==> src/rtl/pixy_pid_xy.sv <==
// Two-axis pan/tilt PID for Pixy blob tracking: one shared multiplier, sequential per-axis evaluation.
// Define PIXY_PID_DERIV_EN to include the derivative term (DT state, prev_err storage).
module pixy_pid_xy #(
  parameter logic [15:0]        SETPOINT_X = 16'd158,
  parameter logic [15:0]        SETPOINT_Y = 16'd104,
  parameter logic signed [11:0] KP         = 12'sd40,
  parameter logic signed [11:0] KI         = 12'sd1,
  parameter logic signed [11:0] KD         = 12'sd80,
  parameter int unsigned        SHIFT      = 6,
  parameter int                 INT_LIM    = 4095,
  parameter int                 OUT_CENTER = 1500,
  parameter int                 OUT_MIN    = 1000,
  parameter int                 OUT_MAX    = 2000
) (
  input  logic        clk,
  input  logic        reset,
  input  logic [15:0] x_center_in,
  input  logic [15:0] y_center_in,
  input  logic        new_vals,
  output logic [15:0] x_cmd,
  output logic [15:0] y_cmd,
  output logic        cmd_valid
);

  typedef enum logic [2:0] {IDLE, ERR, PT, IT, DT, OUT, DONE} state_t;

  localparam logic signed [20:0] LIM_P     = 21'(INT_LIM);
  localparam logic signed [20:0] LIM_N     = -21'(INT_LIM);
  localparam logic signed [40:0] CENTER_W  = 41'(OUT_CENTER);
  localparam logic signed [40:0] MIN_W     = 41'(OUT_MIN);
  localparam logic signed [40:0] MAX_W     = 41'(OUT_MAX);
  localparam logic [15:0]        CENTER_16 = 16'(OUT_CENTER);
  localparam logic [15:0]        MIN_16    = 16'(OUT_MIN);
  localparam logic [15:0]        MAX_16    = 16'(OUT_MAX);

  state_t             state_q, state_d;
  logic               sync1_q, sync1_d;
  logic               sync2_q, sync2_d;
  logic               sync3_q, sync3_d;
  logic               pending_q, pending_d;
  logic [15:0]        x_cap_q, x_cap_d;
  logic [15:0]        y_cap_q, y_cap_d;
  logic               lost_q, lost_d;
  logic               axis_q, axis_d;
  logic signed [16:0] err_q, err_d;
  logic signed [19:0] integ_x_q, integ_x_d;
  logic signed [19:0] integ_y_q, integ_y_d;
  logic signed [39:0] acc_q, acc_d;
  logic [15:0]        x_axis_q, x_axis_d;
  logic [15:0]        x_cmd_q, x_cmd_d;
  logic [15:0]        y_cmd_q, y_cmd_d;
  logic               cmd_valid_q, cmd_valid_d;
`ifdef PIXY_PID_DERIV_EN
  logic signed [17:0] deriv_q, deriv_d;
  logic signed [16:0] prev_x_q, prev_x_d;
  logic signed [16:0] prev_y_q, prev_y_d;
  logic signed [16:0] prev_cur;
  logic signed [17:0] deriv_new;
`endif

  logic               start_evt;
  logic [15:0]        cur_pos, cur_sp;
  logic signed [16:0] err_new;
  logic signed [19:0] integ_cur;
  logic signed [20:0] integ_sum;
  logic signed [19:0] integ_new;
  logic signed [11:0] mul_a;
  logic signed [19:0] mul_b;
  logic signed [31:0] mul_a_ext, mul_b_ext, prod;
  logic signed [39:0] prod_ext;
  logic signed [39:0] acc_sh;
  logic signed [40:0] cmd_sum;
  logic [15:0]        cmd_new;

  assign start_evt = sync2_q & ~sync3_q;

  // Error, derivative and clamped integrator for the axis currently selected.
  always_comb begin
    cur_pos   = axis_q ? y_cap_q : x_cap_q;
    cur_sp    = axis_q ? SETPOINT_Y : SETPOINT_X;
    err_new   = $signed({1'b0, cur_sp}) - $signed({1'b0, cur_pos});
    integ_cur = axis_q ? integ_y_q : integ_x_q;
    integ_sum = $signed({integ_cur[19], integ_cur}) + $signed({{4{err_new[16]}}, err_new});
    if (integ_sum > LIM_P) begin
      integ_new = LIM_P[19:0];
    end else if (integ_sum < LIM_N) begin
      integ_new = LIM_N[19:0];
    end else begin
      integ_new = integ_sum[19:0];
    end
`ifdef PIXY_PID_DERIV_EN
    prev_cur  = axis_q ? prev_y_q : prev_x_q;
    deriv_new = $signed({err_new[16], err_new}) - $signed({prev_cur[16], prev_cur});
`endif
  end

  always_comb begin
    mul_a = KP;
    mul_b = {{3{err_q[16]}}, err_q};
    case (state_q)
      IT: begin
        mul_a = KI;
        mul_b = integ_cur;
      end
      DT: begin
        mul_a = KD;
`ifdef PIXY_PID_DERIV_EN
        mul_b = {{2{deriv_q[17]}}, deriv_q};
`else
        mul_b = '0;
`endif
      end
      default: ;
    endcase
    mul_a_ext = {{20{mul_a[11]}}, mul_a};
    mul_b_ext = {{12{mul_b[19]}}, mul_b};
    prod      = mul_a_ext * mul_b_ext;
    prod_ext  = {{8{prod[31]}}, prod};
  end

  always_comb begin
    acc_sh  = acc_q >>> SHIFT;
    cmd_sum = $signed({acc_sh[39], acc_sh}) + CENTER_W;
    if (lost_q) begin
      cmd_new = CENTER_16;
    end else if (cmd_sum > MAX_W) begin
      cmd_new = MAX_16;
    end else if (cmd_sum < MIN_W) begin
      cmd_new = MIN_16;
    end else begin
      cmd_new = cmd_sum[15:0];
    end
  end

  always_comb begin
    state_d     = state_q;
    sync1_d     = new_vals;
    sync2_d     = sync1_q;
    sync3_d     = sync2_q;
    pending_d   = pending_q;
    x_cap_d     = x_cap_q;
    y_cap_d     = y_cap_q;
    lost_d      = lost_q;
    axis_d      = axis_q;
    err_d       = err_q;
    integ_x_d   = integ_x_q;
    integ_y_d   = integ_y_q;
    acc_d       = acc_q;
    x_axis_d    = x_axis_q;
    x_cmd_d     = x_cmd_q;
    y_cmd_d     = y_cmd_q;
    cmd_valid_d = 1'b0;
`ifdef PIXY_PID_DERIV_EN
    deriv_d     = deriv_q;
    prev_x_d    = prev_x_q;
    prev_y_d    = prev_y_q;
`endif

    if (start_evt && state_q != IDLE) begin
      pending_d = 1'b1;
    end

    case (state_q)
      IDLE: begin
        if (start_evt || pending_q) begin
          x_cap_d   = x_center_in;
          y_cap_d   = y_center_in;
          lost_d    = (x_center_in == '0) && (y_center_in == '0);
          axis_d    = 1'b0;
          pending_d = 1'b0;
          state_d   = ERR;
        end
      end
      ERR: begin
        acc_d = '0;
        err_d = lost_q ? '0 : err_new;
        if (axis_q) begin
          integ_y_d = lost_q ? '0 : integ_new;
        end else begin
          integ_x_d = lost_q ? '0 : integ_new;
        end
`ifdef PIXY_PID_DERIV_EN
        deriv_d = lost_q ? '0 : deriv_new;
        if (axis_q) begin
          prev_y_d = lost_q ? '0 : err_new;
        end else begin
          prev_x_d = lost_q ? '0 : err_new;
        end
`endif
        state_d = PT;
      end
      PT: begin
        acc_d   = acc_q + prod_ext;
        state_d = IT;
      end
      IT: begin
        acc_d = acc_q + prod_ext;
`ifdef PIXY_PID_DERIV_EN
        state_d = DT;
`else
        state_d = OUT;
`endif
      end
      DT: begin
        acc_d   = acc_q + prod_ext;
        state_d = OUT;
      end
      OUT: begin
        // X result is parked so both commands appear together with the strobe.
        if (!axis_q) begin
          x_axis_d = cmd_new;
          axis_d   = 1'b1;
          state_d  = ERR;
        end else begin
          x_cmd_d     = x_axis_q;
          y_cmd_d     = cmd_new;
          cmd_valid_d = 1'b1;
          state_d     = DONE;
        end
      end
      DONE:    state_d = IDLE;
      default: state_d = IDLE;
    endcase
  end

  always_ff @(posedge clk) begin
    if (reset) begin
      state_q     <= IDLE;
      sync1_q     <= 1'b0;
      sync2_q     <= 1'b0;
      sync3_q     <= 1'b0;
      pending_q   <= 1'b0;
      x_cap_q     <= '0;
      y_cap_q     <= '0;
      lost_q      <= 1'b0;
      axis_q      <= 1'b0;
      err_q       <= '0;
      integ_x_q   <= '0;
      integ_y_q   <= '0;
      acc_q       <= '0;
      x_axis_q    <= CENTER_16;
      x_cmd_q     <= CENTER_16;
      y_cmd_q     <= CENTER_16;
      cmd_valid_q <= 1'b0;
`ifdef PIXY_PID_DERIV_EN
      deriv_q     <= '0;
      prev_x_q    <= '0;
      prev_y_q    <= '0;
`endif
    end else begin
      state_q     <= state_d;
      sync1_q     <= sync1_d;
      sync2_q     <= sync2_d;
      sync3_q     <= sync3_d;
      pending_q   <= pending_d;
      x_cap_q     <= x_cap_d;
      y_cap_q     <= y_cap_d;
      lost_q      <= lost_d;
      axis_q      <= axis_d;
      err_q       <= err_d;
      integ_x_q   <= integ_x_d;
      integ_y_q   <= integ_y_d;
      acc_q       <= acc_d;
      x_axis_q    <= x_axis_d;
      x_cmd_q     <= x_cmd_d;
      y_cmd_q     <= y_cmd_d;
      cmd_valid_q <= cmd_valid_d;
`ifdef PIXY_PID_DERIV_EN
      deriv_q     <= deriv_d;
      prev_x_q    <= prev_x_d;
      prev_y_q    <= prev_y_d;
`endif
    end
  end

  assign x_cmd     = x_cmd_q;
  assign y_cmd     = y_cmd_q;
  assign cmd_valid = cmd_valid_q;

endmodule

==> config.mk <==
export PLATFORM = sky130hd
export DESIGN_NAME = pixy_pid_xy
export DESIGN_NICKNAME = d
export VERILOG_FILES = /design/src/rtl/pixy_pid_xy.sv
export SDC_FILE = /design/constraint.sdc
export NUM_CORES = 1
export LEC_CHECK = 0
export CAP_MARGIN = 0
export CELL_PAD_IN_SITES_DETAIL_PLACEMENT = 1
export CELL_PAD_IN_SITES_GLOBAL_PLACEMENT = 1
export CORE_ASPECT_RATIO = 1.75
export CORE_MARGIN = 5
export CORE_UTILIZATION = 35
export DETAILED_ROUTE_END_ITERATION = 8
export GPL_ROUTABILITY_DRIVEN = 0
export PLACE_DENSITY = 0.6
export RECOVER_POWER = 25
export SYNTH_ARGS = -nofsm -noshare
export SYNTH_HDL_FRONTEND = slang
export SYNTH_SLANG_ARGS = --single-unit
==> constraint.sdc <==
create_clock -name clk -period 7.6 [get_ports clk]
set_input_delay 1.14 -clock clk [delete_from_list [all_inputs] [get_ports clk]]
set_output_delay 1.14 -clock clk [all_outputs]
set_load 0.1 [all_outputs]
==> metrics.csv <==
stage,metric,value,unit
sta,worstMarginPinSlew,4.07,ns
worst_setup_path,cp_max_fo,82,
die,rows,102,
yosys,ys_seq_area_share,24.0,%
yosys,ys_top_cells_by_count,"inv_1, dfxtp_1, nand2_1",
die,io_pins,68,
global_routing,grt_first_pass_wirelength,80.2,mm
worst_setup_path,cp.required,7.92,ns
cells_and_area,instances_no_fill,2519,
worst_setup_path,worst-path-buf-inv,4,
min_path,hold_path.class,flop to flop,
cts,htreeDepth,4,
place,io_buffers,67,
cts,cts-resized-gates,0,
worst_setup_path,worst_path_most_repeated_cell,clkbuf_1,
yosys,synth-seq-cells,187,
worst_setup_path,critPathArrivalTime,7.00,ns
cells_and_area,diodes,0,
routing,vias,13365,
yosys,synth_top_flop_cell,dfxtp_1,
power_and_ir_drop,p_leak,7.86,nW
global_routing,grt_pass1_vias,14742,
die,die-area,49100,um^2
global_routing,grt_usage,20.9,%
sta,fin_skew,0.0182,ns
global_routing,antenna_found_initial,0,
sta,min_period,6.68,ns
cts,cts_setup_buffers,0,
sta,clock.fmax,150,MHz
worst_setup_path,setup.worst_path.start,reset,
global_routing,overflow,0,
yosys,async_flop_share,0,%
routing,dr.pass1.iters,4,
yosys,syn_area_per_cell,8.29,um^2
sta,layout_worst_path_cycle_share,87.9,%
sta,finalHoldViolations,0,
die,start_util,35.3,%
yosys,netlist_top_cells_area,"dfxtp_1, fa_1, ha_1",
yosys,synthesis.area,15600,um^2
cts,cts_tree,yes,
routing,drt_iter0_markers,409,
min_path,min_from,integ_x_q[9],
sta,setup_viol,0,
power_and_ir_drop,ir_worst_vdd,0.158,mV
cts,clkTransAtPathRegs,0.08,ns
sta,maxSlewHeadroom,-172,%
worst_setup_path,r2r-start,axis_q,
die,die_x,170,um
worst_setup_path,critPathKind,input pin to flop,
routing,drc,0,
sta,rsz0062_at_grt,no,
yosys,synth_top_area_share,24.0,%
cts,cts_max_path_buffers,2,
cells_and_area,drive_gt1_share,5.19,%
cells_and_area,fillers,5397,
cts,cts_hold_buf,0,
die,core-area,44200,um^2
worst_setup_path,worstSetupEndpointType,flop,
sta,slew_violations,150,
place,hpwl,41.7,mm
yosys,synth_top_cell_by_area,dfxtp_1,
yosys,synthDistinctLibCells,84,
die,die_y,289,um
yosys,synthMostInstantiatedCell,inv_1,
routing,ant_nets,0,
worst_setup_path,crit_slowest_cell,clkbuf_1,
routing,wire_per_inst,20.3,um
worst_setup_path,crit_path_max_incr_delay,2.93,ns
cells_and_area,fin_nets,2225,
run_status,failed_checks,"capacitance limit, slew limit",
yosys,synth_edf_count,0,
cts,root_buffer,clkbuf_16,
yosys,yosysWarnings,0,
yosys,syn_inst,1883,
worst_setup_path,startpoint_type,input pin,
routing,routed_wirelength,51.1,mm
global_routing,grt_max_degree,83,
cts,clk-insertion-delay-late,0.46,ns
sta,setup_tns,0,ns
routing,via_per_inst,5.31,
run_status,status,"finished, violations left",
cts,cts_buffers,17,
run,drv_cap,3,
cells_and_area,final_core_util,39.8,%
cells_and_area,area_growth,12.5,%
place,placed_cells,2487,
power_and_ir_drop,p_per_area,231,nW/um^2
worst_setup_path,crit_chain,clkbuf_1 -> clkbuf_1 -> inv_1 -> clkbuf_1 -> o21ai_1 -> nor2_1,
cts,clock-sinks,187,
worst_setup_path,crit_family,buffers and inverters,
final cells by class:
type | count | area [um^2] | area share [%]
Multi-Input combinational cell | 1392 | 10700 | 61.1
Clock buffer | 18 | 439 | 2.50
Sequential cell | 187 | 3740 | 21.3
Tap cell | 572 | 716 | 4.08
Clock inverter | 14 | 196 | 1.12
Timing Repair Buffer | 88 | 811 | 4.62
Inverter | 248 | 931 | 5.30
layer usage:
| layer | vias up | global-route usage [%] | part of all wire, % |
|---|---|---|---|
| li1 | 6468 | - | - |
| met5 | - | 0 | 0 |
| met2 | 150 | 44.6 | 60 |
| met4 | 0 | 7.71 | 3.7 |
| met3 | 76 | 1.87 | 1.3 |
| met1 | 6671 | 19.8 | 35 |
cell usage in the layout, fill, tap and decap left out, drive strengths merged, types with 6 or more instances in the layout:
| cell | count |
|---|---|
| a211oi | 8 |
| a21boi | 10 |
| a21o | 27 |
| a21oi | 124 |
| a22o | 18 |
| a22oi | 14 |
| a31oi | 19 |
| and2 | 24 |
| and3 | 41 |
| buf | 18 |
| clkbuf | 22 |
| clkdlybuf4s50 | 66 |
| clkinv | 6 |
| conb | 22 |
| dfxtp | 187 |
| fa | 109 |
| ha | 147 |
| inv | 255 |
| mux2 | 23 |
| mux2i | 14 |
| nand2 | 187 |
| nand2b | 24 |
| nand3 | 59 |
| nand4 | 15 |
| nor2 | 146 |
| nor2b | 12 |
| nor3 | 38 |
| nor4 | 24 |
| o211ai | 8 |
| o21a | 10 |
| o21ai | 78 |
| o21bai | 8 |
| o31ai | 15 |
| or2 | 8 |
| or3 | 19 |
| xnor2 | 46 |
| xor2 | 28 |
registers in the layout, indices dropped and copies added (netlist names), 17 cells and up:
name       cells
acc_q         40
integ_x_q     20
integ_y_q     20
err_q         17
per-stage QoR:
step / setup WS [ns] / power (mW) / cell area [um^2] / hold WS, ns
floorplan: 1.22 / 2.55 / 15700 / 0.414
global placement: 1.14 / 3.10 / 16900 / 0.433
detailed placement: 0.936 / 3.13 / 16900 / 0.442
CTS: 0.904 / 4.12 / 17600 / 0.453
global route: 0.250 / 4.36 / 17600 / 0.467
finish: 0.921 / 4.05 / 17600 / 0.449
worst paths after layout:
path	endpoint	slack, ns	depth (start not counted)
worst max-delay path	integ_y_q[13]	0.92	6
worst min-delay path	integ_x_q[9]	0.45	2
worst max register to register	integ_y_q[4]	0.93	21
worst min register to register	integ_x_q[9]	0.45	2
worst reg2reg max path: cells and delay by family, from the launching register on:
kind                     cells  cell delay [ns]
adder cells (fa/ha/maj)      2             0.62
AND/OR/NAND/NOR              5             1.20
flip-flops                   1             0.63
buffers and inverters        2             0.46
AO/OA/AOI/OAI               11             3.45
XOR/XNOR                     1             0.24
cells by family after synthesis:
kind of cell | synth area share, %
muxes | 2.56
DFF | 24.0
xor gates and xnor gates | 4.15
adders and majority gates | 25.8
buffers and inverters | 7.89
and+or+nand+nor | 19.3
AOI/OAI and AO/OA | 16.3
other | 0.0481
power breakdown:
| group | total, mW | internal, mW | leakage (nW) | switching [mW] |
|---|---|---|---|---|
| clock network | 0.973 | 0.489 | 0.307 | 0.484 |
| logic | 1.95 | 0.751 | 6.03 | 1.20 |
| registers | 1.12 | 1.03 | 1.51 | 0.0895 |
Note: power is estimated with default switching activity, not from simulation.
